**src/rtl/mem_port_adapter.sv**
```systemverilog
`default_nettype none
// ============================================================================
// Module      : mem_port_adapter
// Description : Registered bridge from the byte-addressed core memory port to
//               a word-aligned physical memory port, with legality checks and
//               a hung-memory timeout.
// Revision    : 1.0 - initial release
// ============================================================================
module mem_port_adapter #(
    parameter int TIMEOUT_CYCLES = 255
) (
    input  logic        clk,
    input  logic        rst,
    input  logic        mem_read,
    input  logic        mem_write,
    input  logic [31:0] mem_address,
    input  logic [31:0] mem_wdata,
    input  logic [3:0]  mem_byte_enable,
    output logic [31:0] mem_rdata,
    output logic        mem_resp,
    output logic        pmem_read,
    output logic        pmem_write,
    output logic [31:0] pmem_address,
    output logic [31:0] pmem_wdata,
    output logic [3:0]  pmem_byte_enable,
    input  logic [31:0] pmem_rdata,
    input  logic        pmem_resp,
    output logic        err
);

    localparam int CNT_W = $clog2(TIMEOUT_CYCLES + 1);
    localparam logic [CNT_W-1:0] CNT_LAST = CNT_W'(TIMEOUT_CYCLES - 1);

    typedef enum logic [1:0] {
        IDLE = 2'd0,
        BUSY = 2'd1,
        DONE = 2'd2
    } state_t;

    state_t            state_q;
    logic [CNT_W-1:0]  cnt_q;
    logic [31:0]       mem_rdata_q;
    logic              mem_resp_q;
    logic              pmem_read_q;
    logic              pmem_write_q;
    logic [31:0]       pmem_address_q;
    logic [31:0]       pmem_wdata_q;
    logic [3:0]        pmem_byte_enable_q;
    logic              err_q;

    logic              illegal_d;
    logic [31:0]       address_d;
    logic [31:0]       wdata_d;
    logic [3:0]        byte_enable_d;

    always_comb begin
        address_d     = {mem_address[31:2], 2'b00};
        wdata_d       = mem_wdata << {mem_address[1:0], 3'b000};
        byte_enable_d = mem_byte_enable << mem_address[1:0];
        illegal_d     = 1'b0;
        if (mem_read && mem_write) begin
            illegal_d = 1'b1;
        end else if (mem_read) begin
            illegal_d = (mem_address[1:0] != 2'b00);
        end else if (mem_write) begin
            // sb is legal at any offset; sh must not straddle a halfword
            illegal_d = ((mem_byte_enable == 4'b0011) && mem_address[0]) ||
                        ((mem_byte_enable == 4'b1111) && (mem_address[1:0] != 2'b00));
        end
    end

    always_ff @(posedge clk) begin
        if (rst) begin
            state_q            <= IDLE;
            cnt_q              <= '0;
            mem_rdata_q        <= '0;
            mem_resp_q         <= 1'b0;
            pmem_read_q        <= 1'b0;
            pmem_write_q       <= 1'b0;
            pmem_address_q     <= '0;
            pmem_wdata_q       <= '0;
            pmem_byte_enable_q <= '0;
            err_q              <= 1'b0;
        end else begin
            case (state_q)
                IDLE: begin
                    if (mem_read || mem_write) begin
                        if (illegal_d) begin
                            err_q       <= 1'b1;
                            mem_rdata_q <= '0;
                            mem_resp_q  <= 1'b1;
                            state_q     <= DONE;
                        end else begin
                            pmem_read_q        <= mem_read;
                            pmem_write_q       <= mem_write;
                            pmem_address_q     <= address_d;
                            pmem_wdata_q       <= wdata_d;
                            pmem_byte_enable_q <= byte_enable_d;
                            cnt_q              <= '0;
                            state_q            <= BUSY;
                        end
                    end
                end
                BUSY: begin
                    // A response on the final allowed cycle beats the timeout
                    if (pmem_resp) begin
                        if (pmem_read_q) begin
                            mem_rdata_q <= pmem_rdata;
                        end
                        pmem_read_q  <= 1'b0;
                        pmem_write_q <= 1'b0;
                        mem_resp_q   <= 1'b1;
                        state_q      <= DONE;
                    end else if (cnt_q == CNT_LAST) begin
                        pmem_read_q  <= 1'b0;
                        pmem_write_q <= 1'b0;
                        mem_rdata_q  <= '0;
                        err_q        <= 1'b1;
                        mem_resp_q   <= 1'b1;
                        state_q      <= DONE;
                    end else begin
                        cnt_q <= cnt_q + CNT_W'(1);
                    end
                end
                DONE: begin
                    mem_resp_q <= 1'b0;
                    cnt_q      <= '0;
                    state_q    <= IDLE;
                end
                default: begin
                    state_q <= IDLE;
                end
            endcase
        end
    end

    assign mem_rdata        = mem_rdata_q;
    assign mem_resp         = mem_resp_q;
    assign pmem_read        = pmem_read_q;
    assign pmem_write       = pmem_write_q;
    assign pmem_address     = pmem_address_q;
    assign pmem_wdata       = pmem_wdata_q;
    assign pmem_byte_enable = pmem_byte_enable_q;
    assign err              = err_q;

endmodule
`default_nettype wire

```
**config.mk**
```make
export PLATFORM = sky130hd
export DESIGN_NAME = mem_port_adapter
export DESIGN_NICKNAME = d
export VERILOG_FILES = /design/src/rtl/mem_port_adapter.sv
export SDC_FILE = /design/constraint.sdc
export NUM_CORES = 1
export LEC_CHECK = 0
export BUFFER_PORTS_ARGS = -buffer_cell sky130_fd_sc_hd__buf_2
export CAP_MARGIN = 15
export CORE_AREA = 2 2 115 117
export CTS_CLUSTER_SIZE = 12
export DETAILED_ROUTE_END_ITERATION = 12
export DIE_AREA = 0 0 117 119
export PLACE_DENSITY = 0.67
export SLEW_MARGIN = 25
export SYNTH_ARGS = -nofsm -noshare
export SYNTH_HDL_FRONTEND = slang
export SYNTH_SLANG_ARGS = --single-unit
```
**constraint.sdc**
```tcl
create_clock -name clk -period 3.6 [get_ports clk]
set_clock_uncertainty 0.1 [all_clocks]
set_input_delay 0.54 -clock clk [delete_from_list [all_inputs] [get_ports clk]]
set_output_delay 0.54 -clock clk [all_outputs]
set_load 0.05 [all_outputs]
```
# Word level (Yosys, flattened, before mapping)
# Cells that the tools add are included.
totals:
  reg_bits: 112
  in_bits: 105
  output_inout_bits: 104
  elab_cells: 77
classes:
  addsub: 1
  eq_ne: 13
  n_shift: 2
  muxes: 34
  bitwise_logic: 1
  reduce_logical: 16
ops:
  columns: ["operator", "count"]
  rows:
  - ["2-to-1 mux 32 bit", 5]
  - ["one-hot mux 32 bit (2 select lines)", 1]
  - ["2-to-1 mux 8 bit", 4]
  - ["<< shifter 32 x 5 -> 32 bit", 1]
  - ["one-hot mux 8 bit (3 select lines)", 1]
  - ["AND reduction 5 bit", 3]
  - ["2-to-1 mux 1 bit", 14]
  - ["!= test 2 bit, second input constant", 6]
  - ["adder 8 x 1 -> 8 bit, second input constant", 1]
  - ["equality test 8 bit, second input constant", 1]
  - ["2-to-1 mux 2 bit", 4]
  - ["AND reduction 4 bit", 2]
  - ["!= test 3 bit, second input constant", 2]
  - ["one-hot mux 1 bit (2 select lines)", 3]
  - ["equality test 4 x 2 -> 1 bit, second input constant", 1]
  - ["equality test 4 bit, second input constant", 1]
  - ["one-hot mux 2 bit (2 select lines)", 1]
  - ["nonzero test 2 bit", 2]
  - ["<< shifter 4 x 2 -> 4 bit", 1]
  - ["logical AND 1 bit", 3]
  - ["one-hot mux 1 bit (3 select lines)", 1]
  - ["AND reduction 3 bit", 1]
  - ["nonzero test 3 bit", 1]
  - ["equality test 2 x 1 -> 1 bit, second input constant", 1]
  - ["5 further kinds", 6]

# Depth between registers and ports, before layout
# Gate-level depths: netlist of the first run.
depth:
  ltp_word: 9
  mapped_depth: 8
  mapped_depth_nobuf: 7

# Worst setup path before layout of the first run
# OpenSTA, ideal clock, no wires.
synth_timing:
  path_kind: "register to register"
  start: "register cnt_q[0]"
  end: "register cnt_q[7]"
  setup_time_ns: 0.133
  arrival_time_ns: 1.723
  t_required_ns: 3.367
  path_slack_ns: 1.645
  path_stages_with_launch: 9
  n_path_buf: 1
  period_less_slack_ns: 1.955
  cell_sequence: "dfxtp_1 inv_1 ha_1 and3_1 a211o_1 clkbuf_1 nor4_1 xnor2_1 nor2_1"
synth_between:
  elab_chain_cells: 4
  word_cells_on_any_way: 7
  classes_between: "add/sub (1); eq/ne (2); mux (3); reduce/logical (1)"
synth_lines:
  columns: ["item", "line", "text"]
  rows:
  - ["start: declaration", "41", "logic [CNT_W-1:0] cnt_q;"]
  - ["start signal: assignment", "122", "cnt_q <= cnt_q + CNT_W'(1);"]
  - ["adder 8 x 1 -> 8 bit", "122", null]
  - ["2-to-1 mux 8 bit", "114", "end else if (cnt_q == CNT_LAST) begin"]
  - ["2-to-1 mux 8 bit", "106", "if (pmem_resp) begin"]
  - ["one-hot mux 8 bit (3 select lines)", "85", "case (state_q)"]
# Parallel ways exist; a longest one is shown, timed or not. The select of a mux whose other input is x is not followed.
# A chain may end at the register's enable or synchronous reset.

# Worst setup path in the final report of the first run
layout_timing:
  start: "input port mem_address[1]"
  end: "register pmem_wdata_q[26], in the netlist pmem_wdata[26]"
layout_between:
  elab_chain_cells: 8
  word_cells_on_any_way: 9
  classes_between: "shift (1); mux (3); bitwise (1); reduce/logical (4)"
layout_lines:
  columns: ["item", "line", "text"]
  rows:
  - ["start: declaration", "16", "input logic [31:0] mem_address,"]
  - ["nonzero test 2 bit", "64, 68", null]
  - ["logical AND 1 bit", "68", "((mem_byte_enable == 4'b1111) && (mem_address[1:0] != 2'b00));"]
  - ["logical OR 1 bit", "67", "illegal_d = ((mem_byte_enable == 4'b0011) && mem_address[0]) ||"]
  - ["2-to-1 mux 1 bit", "65", "end else if (mem_write) begin"]
  - ["2-to-1 mux 1 bit", "63", "end else if (mem_read) begin"]
  - ["2-to-1 mux 1 bit", "61", "if (mem_read && mem_write) begin"]
  - ["inverter 1 bit (no line)", null, null]
  - ["AND reduction 3 bit (no line)", null, null]
  - ["end signal: assignment", "97", "pmem_wdata_q <= wdata_d;"]
  - ["end: declaration", "47", "logic [31:0] pmem_wdata_q;"]
# Parallel ways exist; a longest one is shown, timed or not.

==> impl_metrics.env, run 1 <==
export IMPL_drt_iter0_markers=263
export IMPL_finalHoldViolCount=0
export IMPL_leakagePower_nw=3.00
export IMPL_maxCapViolCount=0
export IMPL_antenna_found_initial=2
export IMPL_grt_max_degree=76
export IMPL_critPathLaunchType="input pin"
export IMPL_synth_edff_count=0
export IMPL_synth_seq_cells=112
export IMPL_reg2reg_slack_ns=1.37
export IMPL_crit_buf_inv=2
export IMPL_pwr_share_comb_pct=25.8
export IMPL_die_area_um2=13900
export IMPL_postCtsHoldBufs=0
export IMPL_final_area_um2=6360
export IMPL_cts_sinks=112
export IMPL_arrival_ns=2.52
export IMPL_hold_end="mem_rdata[5]"
export IMPL_clkLatencyLatePin_ns=0.36
export IMPL_crit_path_max_incr_delay_ns=0.55
export IMPL_worstHoldStart="pmem_rdata[5]"
export IMPL_multiInputGateArea_um2=2420
export IMPL_synth_ff_type="dfxtp_1"
export IMPL_start_util_pct=37.9
export IMPL_max_slew_margin_pct=40.2
export IMPL_vias=4646
export IMPL_min_path_cells=3
export IMPL_synth_async_reset_ratio_pct=0
export IMPL_syn2layout_area_growth_pct=30.3
export IMPL_crit_path_end_kind="register"
export IMPL_status="finished, final reports clean"
export IMPL_via_per_inst=4.89
export IMPL_clockBufferDepth=2
export IMPL_wire_per_inst_um=14.5
export IMPL_syn_area_per_cell_um2=8.35
export IMPL_crit_chain="buf_2, and3_1, a211oi_4, o211a_2, buf_12, o211ai_1, a21oi_1"
export IMPL_setup_viol=0
export IMPL_sw_frac_of_total_pct=34.0
export IMPL_ant_nets=0
export IMPL_r2r_start="cnt_q[0]"
export IMPL_syn_area_um2=4880
export IMPL_grt_util_all_layers_pct=19.5
export IMPL_p_clk_share_pct=32.8
export IMPL_die_y_um=119
export IMPL_nNetsFinal=875
export IMPL_io_pins=209
export IMPL_h_tree_depth=3
export IMPL_grt_first_pass_wirelength_um=21400
export IMPL_cp_top_family="compound AO/OA/AOI/OAI gates"
export IMPL_postCtsSetupBuffers=0
export IMPL_final_cells=951
export IMPL_clkTransAtPathRegs_ns=0.08
export IMPL_ys_types=48
export IMPL_peakVddDrop_uv=279
export IMPL_cts_buffers=9
export IMPL_dpl_cell_area_um2=6040
export IMPL_reg2reg_depth=7
export IMPL_dp_cells=933
export IMPL_cts_resized=0
export IMPL_tns_ns=0
export IMPL_fill_cells=1305
export IMPL_slew_violations=0
export IMPL_regArea_um2=2240
export IMPL_gr_total_overflow=0
export IMPL_io_buffers=206
export IMPL_crit_required_ns=3.78
export IMPL_p_per_area_nw_per_um2=520
export IMPL_drc=0
export IMPL_syn_inst=585
export IMPL_die_x_um=117
export IMPL_rsz0062_at_grt="no"
export IMPL_worst_pin_slew_ns=0.891
export IMPL_r2r_end="mem_rdata[16]"
export IMPL_drt_pass1_iterations=4
export IMPL_max_freq_mhz=428
export IMPL_crit_start="mem_address[1]"
export IMPL_cts_tree="built"
export IMPL_worst_hold_slack_ns=0.318
export IMPL_power_switching_w=0.00112
export IMPL_crit_type="input pin to register"
export IMPL_core_area_um2=12900
export IMPL_period_share_pct=64.9
export IMPL_hold_class="input pin to register"
export IMPL_synth_yosys_seq_area_share_pct=45.9
export IMPL_root_buffer="clkbuf_16"
export IMPL_power_frac_seq_pct=41.4
export IMPL_crit_slowest_cell="o211a_2"
export IMPL_hpwl_um=9990
export IMPL_ys_warn_count=0
export IMPL_first_global_vias=4333
export IMPL_fin_util_pct=49.4
export IMPL_power_internal_w=0.00218
export IMPL_gp_congestion=0.807
export IMPL_finalCriticalPeriod_ns=2.34
export IMPL_cp_max_fo=36
export IMPL_drive_above_1_share_pct=32.2
export IMPL_finalWirelength_um=13800
export IMPL_row_count=42
==> kinds of logic after synthesis <==
group / after synthesis / share of synthesized area [%]
AND/OR/NAND/NOR: 256 / 21.8
flip-flops: 112 / 45.9
AO/OA/AOI/OAI: 96 / 12.9
multiplexers: 60 / 12.5
buffers and inverters: 52 / 5.12
XOR/XNOR: 6 / 1.08
adder cells (fa/ha/maj): 2 / 0.512
other: 1 / 0.0768
==> metal layers <==
metal / vias to the layer above / track usage, % / part of all wire [%] / routed length [µm]
li1: 2348 / - / - / -
met1: 2105 / 23.8 / 43 / 5900
met2: 172 / 32.0 / 46 / 6380
met3: 21 / 5.90 / 8.3 / 1150
met4: 0 / 7.79 / 2.4 / 333
met5: - / 0 / 0 / 0
==> cells in the mapped netlist, drive strengths merged (2+ instances only) <==
cell	n	share of area (%)
nand2	165	13
dfxtp	112	46
a21oi	51	5.2
mux2i	51	10
nor2	32	2.5
buf	24	3.0
nand3	24	2.5
clkbuf	21	1.6
nor3	15	1.5
a211oi	11	1.9
o211ai	11	1.8
mux2	9	2.1
or3	9	1.2
inv	7	0.54
xnor2	6	1.1
o21ai	5	0.59
a2111oi	2	0.36
a211o	2	0.36
a311oi	2	0.36
a41o	2	0.41
and3	2	0.26
ha	2	0.51
o211a	2	0.41
==> power by group through the flow <==
stage	logic [W]	registers (W)	clock network, W
after floorplan	0.000358	0.00167	0
after global placement	0.000858	0.00140	0
after detailed placement	0.000859	0.00140	0
after CTS	0.000860	0.00137	0.00112
after global routing	0.000922	0.00138	0.00117
final	0.000853	0.00137	0.00108
==> worst register-to-register path, stage by stage, from the launching register on <==
cell	delay (ns)
dfxtp_1	0.35
inv_1	0.07
ha_1	0.20
and3_1	0.22
a211o_1	0.38
o2111ai_4	0.32
buf_4	0.33
mux2i_1	0.20
==> flip-flops by register name, indices dropped and copies added, names as in the netlist <==
register,cells
pmem_wdata,32
cnt_q,8
mem_resp,1
pmem_write,1
pmem_read,1
err,1
pmem_address,30
state_q,2
mem_rdata,32
pmem_byte_enable,4
==> worst max-delay path by stage <==
stage | to | slack (ns) | cells after the start
2_1_floorplan | cnt_q[7] | 1.64 | 8
3_3_place_gp | pmem_wdata[24] | 0.97 | 7
3_5_place_dp | pmem_wdata[27] | 0.90 | 7
4_1_cts | pmem_wdata[27] | 1.28 | 7
5_1_grt | pmem_wdata[26] | 1.11 | 7
6_report | pmem_wdata[26] | 1.26 | 7
==> layout make-up <==
type                            count  share of cell area [%]
Sequential cell                   112                    35.2
Clock inverter                      7                    1.51
Timing Repair Buffer              216                    17.8
Multi-Input combinational cell    422                    38.0
Clock buffer                        9                    3.54
Inverter                            7                   0.413
Antenna cell                        2                  0.0786
Tap cell                          176                    3.46
==> metrics by stage <==
stage,total power (W),worst slack (ns)
final,0.00331,1.26
after global routing,0.00347,1.11
after CTS,0.00335,1.28
after detailed placement,0.00226,0.902
after global placement,0.00225,0.967
after floorplan,0.00202,1.64
==> cells in the final DEF, fill, tap and decap left out, drive strengths merged, types with 2 or more instances in the layout <==
cell / count
o21ai: 5
and3: 2
conb: 2
diode: 2
a311oi: 2
inv: 7
o211a: 2
a2111oi: 2
nand2: 165
o211ai: 11
dfxtp: 112
ha: 2
a41o: 2
mux2: 9
a211oi: 11
or3: 9
a21oi: 51
nor2: 32
bufinv: 2
nand3: 24
nor3: 15
xnor2: 6
clkbuf: 9
mux2i: 51
clkinv: 5
buf: 216
a211o: 2
Power figures use the tool's default switching activity.
==> inputs of run 2 (changes only) <==
==> constraint.sdc (replaced) <==
create_clock -name clk -period 2.3 [get_ports clk]
set_clock_uncertainty 0.1 [all_clocks]
set_input_delay 0.345 -clock clk [delete_from_list [all_inputs] [get_ports clk]]
set_output_delay 0.345 -clock clk [all_outputs]
set_load 0.05 [all_outputs]
==> impl_metrics.env, run 2 (synthesis results as in run 1) <==
export IMPL_peakVddDrop_uv=276
export IMPL_worst_hold_slack_ns=0.123
export IMPL_die_y_um=119
export IMPL_crit_start="cnt_q[0]"
export IMPL_clockBufferDepth=2
export IMPL_arrival_ns=2.28
export IMPL_gp_congestion=0.819
export IMPL_start_util_pct=37.9
export IMPL_fill_cells=1278
export IMPL_layout_commonest_cell="buf_2"
export IMPL_die_area_um2=13900
export IMPL_syn2layout_area_growth_pct=31.5
export IMPL_first_global_vias=4347
export IMPL_critPathLaunchType="register"
export IMPL_hold_end="pmem_address[7]"
export IMPL_rsz0062_at_grt="no"
export IMPL_maxCapViolCount=0
export IMPL_max_slew_margin_pct=39.6
export IMPL_max_freq_mhz=476
export IMPL_reg2reg_slack_ns=0.20
export IMPL_row_count=42
export IMPL_wire_per_inst_um=14.3
export IMPL_finalHoldViolCount=0
export IMPL_drt_iter0_markers=189
export IMPL_crit_type="register to register"
export IMPL_ant_nets=0
export IMPL_cp_top_family="compound AO/OA/AOI/OAI gates"
export IMPL_crit_chain="inv_1, ha_1, and3_1, a211o_1, o2111ai_4, buf_4, mux2i_1"
export IMPL_grt_util_all_layers_pct=19.3
export IMPL_slew_violations=0
export IMPL_root_buffer="clkbuf_16"
export IMPL_postCtsSetupBuffers=0
export IMPL_reg2reg_depth=7
export IMPL_finalWirelength_um=13800
export IMPL_crit_slowest_cell="a211o_1"
export IMPL_p_per_area_nw_per_um2=796
export IMPL_layout_setup_ws_ns=0.200
export IMPL_hpwl_um=10100
export IMPL_status="finished, final reports clean"
export IMPL_r2r_end="mem_rdata[3]"
export IMPL_r2r_start="cnt_q[0]"
export IMPL_h_tree_depth=3
export IMPL_grt_first_pass_wirelength_um=21200
export IMPL_crit_required_ns=2.48
export IMPL_via_per_inst=4.89
export IMPL_hold_class="input pin to register"
export IMPL_setup_viol=0
export IMPL_period_share_pct=91.3
export IMPL_dp_cells=944
export IMPL_cts_tree="built"
export IMPL_worst_pin_slew_ns=0.901
export IMPL_leakagePower_nw=3.05
export IMPL_drt_pass1_iterations=4
export IMPL_crit_buf_inv=2
export IMPL_io_buffers=206
export IMPL_cts_resized=0
export IMPL_antenna_found_initial=2
export IMPL_cp_max_fo=10
export IMPL_cts_buffers=9
export IMPL_postCtsHoldBufs=0
export IMPL_clkTransAtPathRegs_ns=0.07
export IMPL_gr_total_overflow=0
export IMPL_finalCriticalPeriod_ns=2.10
export IMPL_die_x_um=117
export IMPL_vias=4707
export IMPL_final_cells=962
export IMPL_crit_path_max_incr_delay_ns=0.38
export IMPL_drive_above_1_share_pct=32.9
export IMPL_crit_path_end_kind="register"
export IMPL_drc=0
export IMPL_final_area_um2=6420
export IMPL_mostFrequentLayoutCells="buf_2, nand2_1, dfxtp_1, mux2i_1, a21oi_1"
export IMPL_nNetsFinal=886
export IMPL_clkLatencyLatePin_ns=0.35
export IMPL_grt_max_degree=58
export IMPL_dp_slack_ns=-0.0726
export IMPL_io_pins=209
export IMPL_worstHoldStart="mem_address[7]"
export IMPL_core_area_um2=12900
export IMPL_cts_sinks=112
export IMPL_dpl_cell_area_um2=6120
export IMPL_min_path_cells=3
[run 2: cell types whose count changed in the layout (fill, tap and decap cells not counted), sizes merged]
cell / change
inv: +1
buf: +11
bufinv: -1
clkbuf: +3
clkinv: -3
[run 2: layout make-up]
class                           instances  area, µm²  share of cell area (%)
Multi-Input combinational cell        422       2420                    37.6
Clock inverter                          4       52.6                   0.818
Sequential cell                       112       2240                    34.9
Inverter                                7       26.3                   0.409
Timing Repair Buffer                  227       1210                    18.9
Tap cell                              176        220                    3.43
Antenna cell                            2       5.00                  0.0779
Clock buffer                           12        246                    3.84
[run 2: tightest hold or removal path, cell delays in order]
cell	delay, ns
buf_2	0.09
nand2_1	0.04
a21oi_1	0.05
[run 2: worst max-delay path by stage]
stage / end / slack, ns / cells past startpoint
6_report: mem_rdata[3] / 0.20 / 7
5_1_grt: pmem_wdata[9] / 0.03 / 4
4_1_cts: mem_rdata[29] / 0.18 / 7
3_5_place_dp: pmem_address[21] / -0.07 / 7
3_3_place_gp: pmem_address[25] / -0.05 / 7
2_1_floorplan: cnt_q[7] / 0.34 / 8
[run 2: through the flow]
step | TNS [ns] | power (W) | utilization, %
after floorplan | 0 | 0.00317 | -
after global placement | -1.41 | 0.00356 | 47.5
after detailed placement | -1.82 | 0.00357 | 47.5
after CTS | 0 | 0.00517 | 49.9
after global routing | 0 | 0.00535 | 49.9
final | 0 | 0.00511 | 49.9
[run 2: per-layer routing]
layer / vias to the layer above / GRT usage, % / routed length, µm
li1: 2376 / - / -
met1: 2137 / 23.0 / 5900
met2: 175 / 32.7 / 6440
met3: 19 / 5.55 / 1140
met4: 0 / 6.91 / 306
met5: - / 0 / 0
[run 2: power breakdown]
group / internal (W) / switching, W
Combinational: 0.000414 / 0.000957
Clock: 0.000881 / 0.000716
Sequential: 0.00207 / 0.0000755
Total: 0.00336 / 0.00175
